### src/rtl/counter_pkg.sv
// Shared constants and helpers for the modulo up/down counter.
// Direction encoding and prescaler width calculation.
package counter_pkg;

  localparam logic DIR_UP   = 1'b0;
  localparam logic DIR_DOWN = 1'b1;

  // Bits needed to hold 0..n-1, never less than one.
  function automatic int ps_width(input int n);
    int w;
    w = 1;
    while ((1 << w) < n) w++;
    return w;
  endfunction

endpackage

### src/rtl/counter_prescaler.sv
// Divides enabled cycles by PRESCALE into a single-cycle tick.
// Used by mod_updown_counter only when COUNTER_PRESCALE_EN is defined.
module counter_prescaler
  import counter_pkg::*;
#(
  parameter int PRESCALE = 1
) (
  input  logic clk,
  input  logic reset,
  input  logic clr,
  input  logic en,
  output logic tick
);

  localparam int PW = ps_width(PRESCALE);
  localparam logic [PW-1:0] LAST = PW'(PRESCALE - 1);

  logic [PW-1:0] cnt;

  assign tick = en && (cnt == LAST);

  // Count enabled cycles, returning to zero on the tick.
  always_ff @(posedge clk) begin
    if (reset || clr) begin
      cnt <= '0;
    end else if (en) begin
      cnt <= tick ? '0 : cnt + PW'(1);
    end
  end

endmodule

### src/rtl/mod_updown_counter.sv
// Registered modulo-N up/down counter with load, clear, wrap pulse, sticky ovf.
// Define COUNTER_PRESCALE_EN to step only every PRESCALE enabled cycles.
module mod_updown_counter
  import counter_pkg::*;
#(
  parameter int WIDTH    = 4,
  parameter int MODULUS  = 16,
  parameter int PRESCALE = 1
) (
  input  logic             clk,
  input  logic             reset,
  input  logic             clr,
  input  logic             load,
  input  logic [WIDTH-1:0] d,
  input  logic             en,
  input  logic             dn,
  output logic [WIDTH-1:0] q,
  output logic             carry,
  output logic             ovf,
  output logic             tc
);

  if (WIDTH < 1) begin : g_bad_width
    $error("WIDTH must be at least 1");
  end
  if (MODULUS < 2 || longint'(MODULUS) > (64'd1 << WIDTH)) begin : g_bad_mod
    $error("MODULUS must lie in 2..2**WIDTH");
  end
  if (PRESCALE < 1) begin : g_bad_ps
    $error("PRESCALE must be at least 1");
  end

  localparam logic [WIDTH:0]   MOD  = (WIDTH+1)'(MODULUS);
  localparam logic [WIDTH-1:0] LAST = WIDTH'(MODULUS - 1);

  logic             step;
  logic [WIDTH:0]   q_inc;
  logic [WIDTH-1:0] q_dec;
  logic [WIDTH-1:0] d_sat;
  logic             wrap_up;
  logic             wrap_dn;
  logic             do_clr;
  logic             do_load;
  logic             do_step;

`ifdef COUNTER_PRESCALE_EN
  counter_prescaler #(
    .PRESCALE(PRESCALE)
  ) u_ps (
    .clk  (clk),
    .reset(reset),
    .clr  (clr | load),
    .en   (en),
    .tick (step)
  );
`else
  assign step = en;
`endif

  // Next-value arithmetic in WIDTH+1 bits so MODULUS=2**WIDTH still wraps.
  always_comb begin
    q_inc   = {1'b0, q} + (WIDTH+1)'(1);
    q_dec   = q - WIDTH'(1);
    wrap_up = (q_inc == MOD);
    wrap_dn = (q == '0);
    d_sat   = ({1'b0, d} >= MOD) ? LAST : d;
    do_clr  = reset | clr;
    do_load = load & ~do_clr;
    do_step = step & ~load & ~do_clr;
  end

  assign tc = (dn == DIR_DOWN) ? (q == '0) : (q == LAST);

  // Count register, wrap pulse and sticky overflow.
  always_ff @(posedge clk) begin
    unique case (1'b1)
      do_clr: begin
        q     <= '0;
        carry <= 1'b0;
        ovf   <= 1'b0;
      end
      do_load: begin
        q     <= d_sat;
        carry <= 1'b0;
      end
      do_step: begin
        if (dn == DIR_UP) begin
          q     <= wrap_up ? '0 : q_inc[WIDTH-1:0];
          carry <= wrap_up;
          ovf   <= ovf | wrap_up;
        end else begin
          q     <= wrap_dn ? LAST : q_dec;
          carry <= wrap_dn;
          ovf   <= ovf | wrap_dn;
        end
      end
      default: begin
        carry <= 1'b0;
      end
    endcase
  end

endmodule

### config.mk
export PLATFORM = sky130hd
export DESIGN_NAME = mod_updown_counter
export DESIGN_NICKNAME = d
export VERILOG_FILES = /design/src/rtl/counter_pkg.sv /design/src/rtl/counter_prescaler.sv /design/src/rtl/mod_updown_counter.sv
export SDC_FILE = /design/constraint.sdc
export NUM_CORES = 1
export LEC_CHECK = 0
export ABC_AREA = 1
export CAP_MARGIN = 20
export CORE_MARGIN = 1
export CORE_UTILIZATION = 30
export CTS_CLUSTER_SIZE = 12
export DETAILED_ROUTE_END_ITERATION = 8
export SLEW_MARGIN = 20
export SYNTH_ARGS = -nofsm -noshare
export SYNTH_HDL_FRONTEND = slang
export SYNTH_SLANG_ARGS = --single-unit
### constraint.sdc
create_clock -name clk -period 2.4 [get_ports clk]
set_clock_uncertainty 0.15 [all_clocks]
set_input_delay 0.36 -clock clk [delete_from_list [all_inputs] [get_ports clk]]
set_output_delay 0.36 -clock clk [all_outputs]
set_load 0.01 [all_outputs]
==> results of run 1 <==
-- registers in the layout (all words and copies together) (netlist names) --
name   cells
carry      1
ovf        1
q          4
-- routing by layer --
metal	global-route usage	routed length [um]	vias to the layer above	share of wire
li1	-	-	252	-
met1	0.1528	428	185	0.45
met2	0.2617	476	16	0.50
met3	0.04891	41	2	0.043
met4	0.07500	9	0	0.0094
met5	0	0	-	0
-- cell type report --
cell class / count / area, um^2 / share of cell area
multi-input cells: 51 / 241.5 / 0.3554
repair buffers: 18 / 177.7 / 0.2615
flip-flops and latches: 6 / 170.2 / 0.2505
inverters: 12 / 45.04 / 0.06630
clock buffers: 4 / 26.28 / 0.03867
well taps: 15 / 18.77 / 0.02762
-- logic make-up after synthesis --
kind of cell / count (synthesis)
simple gates: 42
buf+inv: 12
compound gates: 6
flops: 6
fa+ha+maj: 2
xor+xnor: 1
-- worst paths after layout --
kind              slack [ps]            from            end  cells after the start
hold / removal           430   ovf$_DFFE_PP_  ovf$_DFFE_PP_                      2
setup reg to reg         870  q[1]$_DFFE_PP_  ovf$_DFFE_PP_                      8
hold reg to reg          430   ovf$_DFFE_PP_  ovf$_DFFE_PP_                      2
setup / recovery         450  q[0]$_DFFE_PP_             tc                      7
-- power by group through the flow --
stage | registers [uW] | logic, uW | clock network [uW]
floorplan | 132 | 39.5 | 0
global placement | 130 | 81.9 | 0
detailed placement | 130 | 82.2 | 0
CTS | 129 | 83.0 | 105
global route | 128 | 94.6 | 115
finish | 127 | 84.6 | 102
-- critical path: cells and delay by family, from the launching register on --
| family | cells | cell delay (ps) |
|---|---|---|
| AOI/OAI and AO/OA | 1 | 60 |
| DFF | 1 | 410 |
| buffers and inverters | 3 | 350 |
| adders and majority gates | 1 | 200 |
| and+or+nand+nor | 2 | 160 |
-- cell usage in the layout (no fill, tap or decap) --
cell	instances
nand2_1	27
nor2_2	2
dfxtp_1	1
clkdlybuf4s50_1	15
nor2_4	1
buf_4	2
o21ai_0	3
dlymetal6s2s_1	1
ha_1	2
nand2_2	2
o21ai_1	2
xnor2_1	1
nand3_1	2
clkbuf_1	1
a21oi_1	1
inv_2	3
edfxtp_1	5
clkbuf_4	3
nor2_1	8
inv_1	9
-- repair_timing --
action | in CTS | in global routing
pin swaps | 0 | 0
gates cloned | 0 | 0
endpoints found under the setup margin | 1 | 1
resized for setup | 1 | 1
buffers inserted | 0 | 1
-- stage by stage --
step / worst slack (ps) / std cells
floorplan: 790.2 / 69
global placement: 208.6 / 101
detailed placement: 199.7 / 101
CTS: 44.40 / 105
global route: 313.7 / 106
finish: 446.5 / 106
==> impl_metrics.env, run 1 <==
export IMPL_status="finished clean"
export IMPL_synth_edf_count=5
export IMPL_initial_utilization=0.3383
export IMPL_cts_sinks=6
export IMPL_gp_congestion=0.6732
export IMPL_antenna_found_initial=0
export IMPL_p_comb_frac=0.270
export IMPL_synth_main_ff_cell="edfxtp_1"
export IMPL_io_buffers=16
export IMPL_synth_avg_cell_area_um2=6.619
export IMPL_slowest_stage="edfxtp_1"
export IMPL_synthMuxAreaShare=0
export IMPL_core_area_um2=1350
export IMPL_synth_compound_area_frac=0.06575
export IMPL_critPathKind="reg2out"
export IMPL_ys_async_sr_fraction=0
export IMPL_yosys_register_bits=6
export IMPL_switchingPower_uw=85.67
export IMPL_powerDensity_nw_per_um2=461.5
export IMPL_critPathLaunchType="flip-flop"
export IMPL_synth_nets=81
export IMPL_power_total_uw=313.5
export IMPL_gr_total_overflow=0
export IMPL_p_seq_frac=0.406
export IMPL_synth_warnings=0
export IMPL_rows=13
export IMPL_fmax_mhz=511.9
export IMPL_setup_viol=0
export IMPL_synthCells=69
export IMPL_drtIter0Drc=3
export IMPL_areaGrowthSynthToFinish_pct=48.77
export IMPL_cts_root_buf="clkbuf_4"
export IMPL_ys_seq_area_frac=0.3726
export IMPL_power_internal_uw=227.9
export IMPL_dp_hpwl_um=764.7
export IMPL_wl_um=955
export IMPL_grt_pass1_vias=393
export IMPL_drive_gt1_frac=0.1429
export IMPL_num_antenna_cells=0
export IMPL_grt_pass1_wl_mm=1.552
export IMPL_fillers=143
export IMPL_final_antenna_net_count=0
export IMPL_fin_crit_ps=1953
export IMPL_yosys_area_share_simple=0.3890
export IMPL_drv_slew=0
export IMPL_hold_violations=0
export IMPL_p_clk_frac=0.324
export IMPL_synth_fa_ha_area_frac=0.05479
export IMPL_drcViolationCount=0
export IMPL_rsz0062_at_grt="no"
export IMPL_period_share=0.8139
export IMPL_fin_nets=104
export IMPL_yosysTopAreaCell="edfxtp_1"
export IMPL_synthXorXnorAreaFrac=0.01918
export IMPL_crit_chain="inv_2, ha_1, nand2_1, nor2_2, inv_1, o21ai_0, dlymetal6s2s_1"
export IMPL_clkTransAtPathRegs_ps=50
export IMPL_end_kind="output port"
export IMPL_synth_top_family_by_area="simple AND/OR/NAND/NOR gates"
export IMPL_yosysUniqueCellTypes=15
export IMPL_fin_tns_setup_ps=0
export IMPL_relSlewSlack=0.8334
export IMPL_cts_tree="yes"
export IMPL_whs_ps=429.6
export IMPL_hold_class="reg2reg"
export IMPL_viasPerCell=4.292
export IMPL_yosysMostFrequentCell="nand2_1"
export IMPL_track_usage=0.1480
export IMPL_tightest_slew_ps=249.8
export IMPL_yosys_area_top_type_share=0.3288
export IMPL_die_area_um2=1682
export IMPL_worstSkewPairLatency_ps=250
export IMPL_first_pass_iters=2
export IMPL_required_ps=1890
export IMPL_grt_max_degree=8
export IMPL_wl_per_cell_um=9.009
export IMPL_synth_area_top_cells="edfxtp_1, nand2_1, inv_1"
export IMPL_final_area_um2=679.4
export IMPL_io_pins=17
export IMPL_arrival_ps=1440
export IMPL_yosys_top_cells_count="nand2_1, inv_1, nor2_1, edfxtp_1, o21ai_0"
export IMPL_cts_buffers=3
export IMPL_maxCapViolCount=0
export IMPL_cp_max_fo=6
export IMPL_ctsLongestPathBuffers=2
export IMPL_leakagePower_uw=0.0003322
export IMPL_cts_max_level=1
export IMPL_peakVddDrop_mv=0.1990
export IMPL_synth_cell_area_um2=456.7
export IMPL_die_w_um=41.02
export IMPL_finish_utilization=0.5032
export IMPL_die_height_um=41.02
export IMPL_max_stage_delay_ps=410
export IMPL_holdBufCountCts=0
export IMPL_placedInstanceArea_um2=643.1
export IMPL_p_sw_frac=0.2732
export IMPL_num_vias=455
No activity file was read; power rests on OpenSTA's default activity.
==> inputs of run 2 (changes only) <==
==> constraint.sdc (replaced) <==
create_clock -name clk -period 1.7 [get_ports clk]
set_clock_uncertainty 0.15 [all_clocks]
set_input_delay 0.255 -clock clk [delete_from_list [all_inputs] [get_ports clk]]
set_output_delay 0.255 -clock clk [all_outputs]
set_load 0.01 [all_outputs]
==> run 2 against run 1 <==
- global-route usage decreased by 0.65 points
- combinational power increased by 80%
- sequential cell count did not move
- critical path depth is the same
- core utilization increased by 6.0 points
- the flow now finishes with violations (setup timing)
- sequential power increased by 37%
- worst hold slack got worse by 17 ps
- clock-buffer cell count stayed put
- power grew 51%
==> impl_metrics.env, run 2 (synthesis results as in run 1) <==
export IMPL_status="complete, but fails checks"
export IMPL_violations="setup timing"
export IMPL_num_vias=498
export IMPL_maxCapViolCount=0
export IMPL_critPathKind="reg2out"
export IMPL_reg_top3="q x4, carry x1, ovf x1"
export IMPL_place_ws_ps=-285.2
export IMPL_track_usage=0.1416
export IMPL_cts_sinks=6
export IMPL_hold_violations=0
export IMPL_clkTransAtPathRegs_ps=50
export IMPL_grt_pass1_vias=395
export IMPL_cts_buffers=3
export IMPL_drive_gt1_frac=0.2500
export IMPL_drtIter0Drc=2
export IMPL_peakVddDrop_mv=0.3357
export IMPL_grt_max_degree=7
export IMPL_arrival_ps=1310
export IMPL_gr_total_overflow=0
export IMPL_hp_start="ovf$_DFFE_PP_"
export IMPL_die_height_um=41.02
export IMPL_r2r_slack_ps=130
export IMPL_io_pins=17
export IMPL_grt_pass1_wl_mm=1.524
export IMPL_required_ps=1290
export IMPL_io_buffers=16
export IMPL_worstSetupStartpoint="q[1]$_DFFE_PP_"
export IMPL_period_share=1.008
export IMPL_drcViolationCount=0
export IMPL_final_cell_mix="nand2_1, clkdlybuf4s50_1, buf_4"
export IMPL_die_w_um=41.02
export IMPL_num_antenna_cells=0
export IMPL_areaGrowthSynthToFinish_pct=66.58
export IMPL_fin_crit_ps=1713
export IMPL_core_area_um2=1350
export IMPL_rows=13
export IMPL_leakagePower_uw=0.0004136
export IMPL_setup_viol=1
export IMPL_drv_slew=0
export IMPL_wl_per_cell_um=8.861
export IMPL_powerDensity_nw_per_um2=623.7
export IMPL_viasPerCell=4.330
export IMPL_first_pass_iters=2
export IMPL_placedInstanceArea_um2=703.2
export IMPL_worstSkewPairLatency_ps=250
export IMPL_initial_utilization=0.3383
export IMPL_final_common_cell="nand2_1"
export IMPL_cts_tree="yes"
export IMPL_wl_mm=1.019
export IMPL_hold_class="reg2reg"
export IMPL_final_area_um2=760.7
export IMPL_fin_nets=113
export IMPL_cp_max_fo=2
export IMPL_whs_ps=413.0
export IMPL_layout_setup_ws_ps=-13.05
export IMPL_antenna_found_initial=0
export IMPL_critPathLaunchType="flip-flop"
export IMPL_rsz0062_at_grt="yes"
export IMPL_ctsLongestPathBuffers=2
export IMPL_rr_startpoint="q[0]$_DFFE_PP_"
export IMPL_relSlewSlack=0.8358
export IMPL_cts_max_level=1
export IMPL_fmax_mhz=583.8
export IMPL_die_area_um2=1682
export IMPL_final_antenna_net_count=0
export IMPL_largest_reg_flops=4
export IMPL_end_kind="output port"
export IMPL_top_register="q"
export IMPL_cts_root_buf="clkbuf_4"
export IMPL_gp_congestion=0.6404
export IMPL_dp_hpwl_um=803.5
export IMPL_tightest_slew_ps=245.4
-- run 2: timing repair --
item                                   in CTS  in global routing
endpoints found under the hold margin       0                  0
resized for setup                           5                  8
hold buffers                                0                  0
setup endpoints to repair                   2                  4
pin swaps                                   0                  2
buffers inserted                            0                  2
-- run 2: critical path, cell delays in order (launching register included) --
cell and delay, ps:
edfxtp_1 380, inv_1 110, ha_4 140, nand2_2 50, nor2_2 110, inv_1 60
o21ai_1 60, buf_2 140
-- run 2: stage by stage --
step	setup TNS [ps]	instances	total power, uW	utilization
floorplan	0	69	242.0	-
global placement	-273.6	109	318.7	0.5209
detailed placement	-285.2	109	319.5	0.5209
CTS	-2.365	113	464.2	0.5357
global route	-95.83	115	506.7	0.5635
finish	-13.05	115	474.5	0.5635
-- run 2: report_power, final --
| part | total (uW) | internal, uW | switching (uW) | leakage [uW] |
|---|---|---|---|---|
| Clock | 149 | 89.4 | 59.1 | 0.0000150 |
| Combinational | 152 | 83.3 | 68.4 | 0.000333 |
| Sequential | 174 | 169 | 4.92 | 0.0000660 |
-- run 2: layer usage --
metal | part of all wire | vias to the layer above | global-route usage
met5 | 0 | - | 0
met4 | 0.017 | 0 | 0.07500
met3 | 0.044 | 2 | 0.01630
met2 | 0.48 | 15 | 0.2461
met1 | 0.46 | 204 | 0.1672
li1 | - | 277 | -
-- run 2: final timing paths --
check	cells past startpoint	end
min	2	ovf$_DFFE_PP_
min reg2reg	2	ovf$_DFFE_PP_
max reg2reg	9	ovf$_DFFE_PP_
max	7	tc
-- run 2: layout make-up --
class | instances | area [um^2]
Sequential cell | 6 | 170.2
Multi-Input combinational cell | 51 | 256.5
Clock buffer | 4 | 26.28
Inverter | 12 | 45.04
Timing Repair Buffer | 27 | 244.0
Fill cell | 141 | 589.3
Tap cell | 15 | 18.77
